File: config.mk
export PLATFORM = sky130hd
export DESIGN_NAME = axis_sync_sample_fifo
export DESIGN_NICKNAME = d
export VERILOG_FILES = /design/src/rtl/axis_sync_sample_fifo.sv
export SDC_FILE = /design/constraint.sdc
export NUM_CORES = 1
export LEC_CHECK = 0
export ABC_AREA = 1
export CAP_MARGIN = 20
export CORE_ASPECT_RATIO = 1.25
export CORE_UTILIZATION = 50
export CTS_CLUSTER_DIAMETER = 50
export CTS_CLUSTER_SIZE = 28
export DETAILED_ROUTE_END_ITERATION = 12
export MAX_ROUTING_LAYER = met4
export PLACE_DENSITY = 0.66
export SKIP_CTS_REPAIR_TIMING = 1
export SYNTH_ARGS = -nofsm -noshare
export SYNTH_HDL_FRONTEND = slang
export SYNTH_SLANG_ARGS = --single-unit
File: constraint.sdc
create_clock -name clk -period 4 [get_ports clk]
set_input_delay 0.4 -clock clk [delete_from_list [all_inputs] [get_ports clk]]
set_output_delay 0.4 -clock clk [all_outputs]
set_load 0.02 [all_outputs]
File: src/rtl/axis_sync_sample_fifo.sv
// axis_sync_sample_fifo: single-clock FWFT AXI4-Stream sample FIFO with tlast, flush,
// optional drop-on-full, saturating drop counter and overflow/underflow event pulses.
module axis_sync_sample_fifo #(
    parameter int WIDTH             = 32,
    parameter int DEPTH             = 16,
    parameter int PROG_EMPTY_THRESH = DEPTH/2,
    parameter int PROG_FULL_THRESH  = DEPTH/2,
    parameter int DROP_ON_FULL      = 0,
    parameter int CNT_WID           = 32,
    parameter int COUNT_WIDTH       = $clog2(DEPTH)+1
) (
    input  logic                   clk,
    input  logic                   rst,
    input  logic                   flush,
    input  logic [WIDTH-1:0]       s_axis_tdata,
    input  logic                   s_axis_tvalid,
    output logic                   s_axis_tready,
    input  logic                   s_axis_tlast,
    output logic [WIDTH-1:0]       m_axis_tdata,
    output logic                   m_axis_tvalid,
    input  logic                   m_axis_tready,
    output logic                   m_axis_tlast,
    output logic [COUNT_WIDTH-1:0] count,
    output logic                   almost_empty,
    output logic                   almost_full,
    output logic                   prog_empty,
    output logic                   prog_full,
    output logic                   event_overflow,
    output logic                   event_underflow,
    output logic [CNT_WID-1:0]     drop_count
);
    localparam int AW = $clog2(DEPTH);
    localparam logic [COUNT_WIDTH-1:0] FULL = COUNT_WIDTH'(DEPTH);
    localparam logic [COUNT_WIDTH-1:0] PE_TH = COUNT_WIDTH'(PROG_EMPTY_THRESH);
    localparam logic [COUNT_WIDTH-1:0] PF_TH = COUNT_WIDTH'(PROG_FULL_THRESH);

    logic [WIDTH:0]  mem [DEPTH];
    logic [AW-1:0]   wr_ptr, rd_ptr;
    logic            push, pop, drop;

    assign s_axis_tready = !rst && (DROP_ON_FULL != 0 || count < FULL);
    assign push          = s_axis_tvalid && count < FULL && !flush && !rst;
    assign pop           = m_axis_tvalid && m_axis_tready;
    // A concurrent pop never frees room for a write that arrives while full.
    assign drop          = s_axis_tvalid && s_axis_tready && count == FULL;

    assign m_axis_tvalid              = count != '0;
    assign {m_axis_tlast, m_axis_tdata} = mem[rd_ptr];
    assign almost_empty = count == COUNT_WIDTH'(1);
    assign almost_full  = count == FULL - COUNT_WIDTH'(1);
    assign prog_empty   = count <= PE_TH;
    assign prog_full    = count >= PF_TH;

    always_ff @(posedge clk)
        if (push) mem[wr_ptr] <= {s_axis_tlast, s_axis_tdata};

    always_ff @(posedge clk) begin
        if (rst || flush) begin
            wr_ptr          <= '0;
            rd_ptr          <= '0;
            count           <= '0;
            event_overflow  <= 1'b0;
            event_underflow <= 1'b0;
            if (rst) drop_count <= '0;
        end else begin
            wr_ptr          <= push ? wr_ptr + AW'(1) : wr_ptr;
            rd_ptr          <= pop ? rd_ptr + AW'(1) : rd_ptr;
            count           <= (push && !pop) ? count + COUNT_WIDTH'(1) :
                               (pop && !push) ? count - COUNT_WIDTH'(1) : count;
            event_overflow  <= drop;
            event_underflow <= m_axis_tready && count == '0;
            drop_count      <= (drop && !(&drop_count)) ? drop_count + CNT_WID'(1) : drop_count;
        end
    end
endmodule

==> results_dict.tcl, run 1 <==
set metrics [dict create \
    pwr-share-clk 0.386 \
    clock_latency_ns 0.60 \
    setup_viol 0 \
    synthTopCellsByArea "edfxtp_1 68%, inv_1 4.7%, nand3_1 4.4%" \
    start_util 0.510 \
    highest_layer "met4" \
    nFillCells 3903 \
    wl_met2_mm 27.8 \
    netlist_top_cells_count "560 x edfxtp_1, 311 x inv_1, 244 x nand2_1, 220 x nand3_1, 164 x a21oi_1" \
    met1_length_mm 23.9 \
    switching_share 0.245 \
    startpoint_type "flip-flop" \
    timing.critical_path.mode_cell "nand3_1" \
    slew_viol_final 0 \
    rsz0062_at_grt "no" \
    fin_crit_ns 3.40 \
    clk_pin_slew_worst_paths_ns 0.07 \
    ys_seq_area_frac 0.693 \
    clkSinkCount 579 \
    ys.flop_type "edfxtp_1" \
    synthesis.area_mm2 0.0248 \
    drc 0 \
    core_mm2 0.0486 \
    syn_to_final_growth_pct 14.4 \
    cts_tree "built" \
    worst-path-stages 6 \
    ioPinCount 116 \
    yosysWarningCount 0 \
    seq_area_mm2 0.0172 \
    finalInstanceArea_mm2 0.0284 \
    vdd_drop_max_mv 0.478 \
    endpoint_kind "primary output" \
    critPathMaxFanout 45 \
    fin_skew_ns 0.0372 \
    drtAntennaViolNets 0 \
    wl_met3_mm 3.59 \
    gp_congestion 0.871 \
    synth.most_common_cell "edfxtp_1" \
    fmax_mhz 294 \
    hold_class "in2reg" \
    die-area_mm2 0.0505 \
    row_count 90 \
    synth_edf_count 560 \
    vias_per_cell 5.48 \
    multiInputGateArea_mm2 0.00583 \
    die_y_um 251 \
    grt_pass1_wl_mm 88.1 \
    power.density_mw_per_mm2 439 \
    grt_usage 0.235 \
    first_pass_iters 7 \
    antenna_found_initial 1 \
    finalSetupTns_ns 0 \
    worst_path_largest_cell_delay_ns 0.79 \
    cp_cell_sequence "buf_4 -> o211ai_1 -> nand3_1 -> nand3_1 -> nand2_1 -> clkdlybuf4s50_1" \
    yosysTopAreaCellShare 0.678 \
    cp_num_buf_inv 2 \
    drt_wl_total_mm 57.1 \
    status "completed" \
    min_path_cells 3 \
    drive_gt1_frac 0.108 \
    postSynthNetCount 2120 \
    path_delay_family "buffers and inverters" \
    combPwrFrac 0.073 \
    die_x_um 201 \
    root_buffer "clkbuf_16" \
    post-place-ws_ns 0.912 \
    setup_slack_ns 0.603 \
    p_leak_nw 9.69 \
    grt_max_degree 86 \
    p_switching_mw 3.05 \
    syn_inst 2070 \
    worst_r2r_path_depth 6 \
    place_area_mm2 0.0268 \
    finalCritPeriodShare 0.849 \
    yosysUniqueCellTypes 32 \
    wl_per_cell_um 20.1 \
    drv_cap 0 \
    drt-initial-drc-count 1370 \
    cts_buffers 44 \
    fin_nets 2215 \
    ys_ff_latch 579 \
    grt_pass1_vias 15100 \
    p_seq_frac 0.541 \
    critical_path_class "reg2out" \
    p_int_mw 9.41 \
    yosysTopAreaCell "edfxtp_1" \
    grt_overflow_total 0 \
    timing.critical_path.slowest_stage_cell "dfxtp_4" \
    dp.final_hpwl_mm 32.6 \
    h-tree-depth 2 \
    hold_viol 0 \
    port_buffers 115 \
    cp.arrival_ns 3.00 \
    via_count 15600 \
    cts.path.max_buffers 3 \
    async_reset_ff_frac 0 \
    worstMarginPinSlew_ns 1.08 \
    critical_path_required_ns 3.60 \
    slew_headroom 0.281 \
    avgSynthCellArea_um2 12.0 \
]
## power by group through the flow
stage          Sequential (mW)  Clock (mW)  Combinational [mW]
3_5_place_dp              6.88           0               0.912
5_1_grt                   6.75        5.12                1.00
3_3_place_gp              6.88           0               0.900
2_1_floorplan             6.88           0               0.557
6_report                  6.75        4.81               0.907
4_1_cts                   6.75        4.90               0.916
## logic make-up (layout without fill, tap and decap cells)
group	count (synthesis)	in the layout	share of synthesized area
simple gates	592	592	0.104
flops	579	579	0.693
compound gates	452	452	0.117
buf+inv	426	554	0.0769
fa+ha+maj	12	12	0.00605
xor+xnor	8	8	0.00282
other cells	1	2	0.000151
## final timing paths
path                 start               end  slack [ns]
min reg2reg      rd_ptr[0]         flip-flop        0.50
max              flip-flop  m_axis_tdata[12]        0.60
min          m_axis_tready   event_underflow        0.40
max reg2reg       count[4]       mem[13][12]        1.37
## cell usage in the layout (no fill, tap or decap), types with 22 or more instances in the layout
cell             Yosys  final
edfxtp_1           560    560
clkdlybuf4s50_1      0    115
nor2_1              92     76
nand3_1            220    220
inv_1              311    309
o21ai_0            148    148
o211ai_1            73     73
buf_12               5     22
buf_4                2     25
nand2_1            244    244
clkbuf_16            0     45
o211ai_2            59     59
nand2_2             27     27
a21oi_1            164    164
## worst min-delay path, delay by kind of cell
kind          cells  cell delay (ns)
buf+inv           1             0.41
simple gates      2             0.12
## area by class of cell
class | count | share of cell area
Sequential cell | 579 | 0.606
Multi-Input combinational cell | 1065 | 0.205
Timing Repair Buffer | 162 | 0.0627
Inverter | 313 | 0.0414
Clock buffer | 45 | 0.0397
Tap cell | 644 | 0.0284
Clock inverter | 34 | 0.0165
Antenna cell | 1 | 0.0000881
## per-layer routing
layer | up-vias | track usage
met4 | 0 | 0.0753
met5 | - | -
met3 | 91 | 0.0371
met2 | 494 | 0.379
li1 | 7446 | -
met1 | 7549 | 0.308
## sequential cells by signal (all words and copies together) (netlist names), named ones only
signal and count:
event_overflow 1, drop_count 32, mem 528, count 5, rd_ptr 4, event_underflow 1
wr_ptr 4
## through the flow
step | util | cells | total power [mW] | hold WS (ns)
after floorplan | - | 2070 | 7.43 | 0.462
after detailed placement | 0.551 | 2763 | 7.79 | 0.486
after global routing | 0.584 | 2843 | 12.9 | 0.418
after CTS | 0.584 | 2842 | 12.6 | 0.375
final | 0.584 | 2843 | 12.5 | 0.402
after global placement | 0.551 | 2763 | 7.78 | 0.480
Power figures use the tool's default switching activity.
==> inputs of run 2 (changes only) <==
- PLACE_DENSITY: 0.66 -> 0.69
- clock period: 4 -> 3.06 ns (I/O delays scaled with it)
==> run 2 against run 1 <==
Effect of this change:
- non-clock buffer count grew 11
- cell count grew 0.25%
- register-to-register slack lost 0.66 ns
- cell area grew 0.65%
- sequential cell count is the same
- critical path type unchanged
- critical endpoint is now m_axis_tdata[16]
- largest power group unchanged
==> results_dict.tcl, run 2 (same netlist as run 1, synthesis figures left out) <==
set metrics [dict create \
    drv_cap 0 \
    drive_gt1_frac 0.112 \
    setup_slack_ns 0.0679 \
    hold_class "in2reg" \
    vdd_drop_max_mv 0.506 \
    hold_path_end "event_underflow" \
    largest_reg_flops 528 \
    fin_crit_ns 2.99 \
    wl_per_cell_um 20.1 \
    post-place-ws_ns 0.357 \
    first_pass_iters 5 \
    layout.cells.non_filler 2850 \
    rsz0062_at_grt "yes" \
    setup_viol 0 \
    slew_headroom 0.549 \
    rr_startpoint "count[4]" \
    fmax_mhz 334 \
    min_path_cells 3 \
    start_util 0.510 \
    gp_congestion 0.927 \
    slew_viol_final 0 \
    final_cell_mix "560 x edfxtp_1, 309 x inv_1, 244 x nand2_1" \
    status "completed" \
    cp.arrival_ns 2.69 \
    critical_path_class "reg2out" \
    die_y_um 251 \
    grt_usage 0.233 \
    place_area_mm2 0.0268 \
    clock_latency_ns 0.60 \
    power.density_mw_per_mm2 574 \
    via_count 15800 \
    critPathMaxFanout 72 \
    drtAntennaViolNets 0 \
    min-delay-start "m_axis_tready" \
    antenna_cells 0 \
    reg2reg_setup_slack_ns 0.71 \
    fin_skew_ns 0.0352 \
    p_leak_nw 9.80 \
    finalCritPeriodShare 0.978 \
    antenna_found_initial 0 \
    nFillCells 3833 \
    grt_max_degree 97 \
    cts_tree "built" \
    startpoint_type "flip-flop" \
    clkSinkCount 579 \
    seq_area_mm2 0.0172 \
    hold_viol 0 \
    cts.path.max_buffers 3 \
    core_mm2 0.0486 \
    critical_path_required_ns 2.75 \
    rr_endpoint "mem[12][17]" \
    drt_wl_total_mm 57.3 \
    cts_buffers 41 \
    drc 0 \
    endpoint_kind "primary output" \
    finalInstanceArea_mm2 0.0286 \
    die-area_mm2 0.0505 \
    grt_overflow_total 0 \
    largest_register "mem" \
    drt-initial-drc-count 1108 \
    worstMarginPinSlew_ns 0.675 \
    syn_to_final_growth_pct 15.2 \
    worst_r2r_path_depth 6 \
    grt_pass1_wl_mm 87.9 \
    die_x_um 201 \
    h-tree-depth 2 \
    port_buffers 115 \
    grt_pass1_vias 15700 \
    dp.final_hpwl_mm 32.7 \
    root_buffer "clkbuf_16" \
    final_common_cell "edfxtp_1" \
    top_regs "mem x528, drop_count x32, count x5" \
    row_count 90 \
    fin_nets 2223 \
    dp.cells 2771 \
    vias_per_cell 5.55 \
    clk_pin_slew_worst_paths_ns 0.09 \
    ioPinCount 116 \
    multiInputGateArea_mm2 0.00583 \
]
[run 2: final cells by class]
type	instances	share of cell area
Clock inverter	33	0.0188
Clock buffer	43	0.0377
Multi-Input combinational cell	1065	0.204
Tap cell	644	0.0282
Inverter	313	0.0411
Sequential cell	579	0.602
Timing Repair Buffer	173	0.0682
[run 2: worst max-delay path by stage]
stage                         start          endpoint  slack, ns  depth (start not counted)
after floorplan            count[4]        mem[11][0]       0.18                          5
after global routing      flip-flop   m_axis_tdata[1]      -0.04                          6
final                     flip-flop  m_axis_tdata[16]       0.07                          6
after CTS                 flip-flop  m_axis_tdata[11]      -0.01                          7
after global placement          rst        mem[5][12]       0.31                          7
after detailed placement        rst       mem[12][12]       0.36                          7
[run 2: where the power goes]
part	total (mW)	leakage [nW]	switching, mW	internal, mW
combinational	1.24	3.79	0.777	0.466
clock	6.36	0.772	3.13	3.23
sequential	8.79	5.24	0.0554	8.74
total	16.4	9.80	3.96	12.4
[run 2: layer usage]
metal / up-vias / GRT usage / part of all wire
met5: - / - / 0
li1: 7466 / - / -
met1: 7703 / 0.288 / 0.41
met4: 0 / 0.0736 / 0.025
met2: 551 / 0.395 / 0.51
met3: 94 / 0.0336 / 0.062
[run 2: through the flow]
| step | utilization | hold WS [ns] | total power, mW | setup TNS [ns] |
|---|---|---|---|---|
| global route | 0.587 | 0.297 | 16.9 | -0.119 |
| CTS | 0.585 | 0.276 | 16.5 | -0.0137 |
| floorplan | - | 0.405 | 9.72 | 0 |
| global placement | 0.552 | 0.482 | 10.2 | 0 |
| detailed placement | 0.552 | 0.488 | 10.2 | 0 |
| finish | 0.587 | 0.298 | 16.4 | 0 |
[run 2: critical path, stage by stage (launching register included)]
cell,delay [ns]
dfxtp_4,0.54
buf_12,0.35
o211ai_1,0.16
nand3_1,0.11
nand3_1,0.06
nand2_1,0.16
clkdlybuf4s50_1,0.63
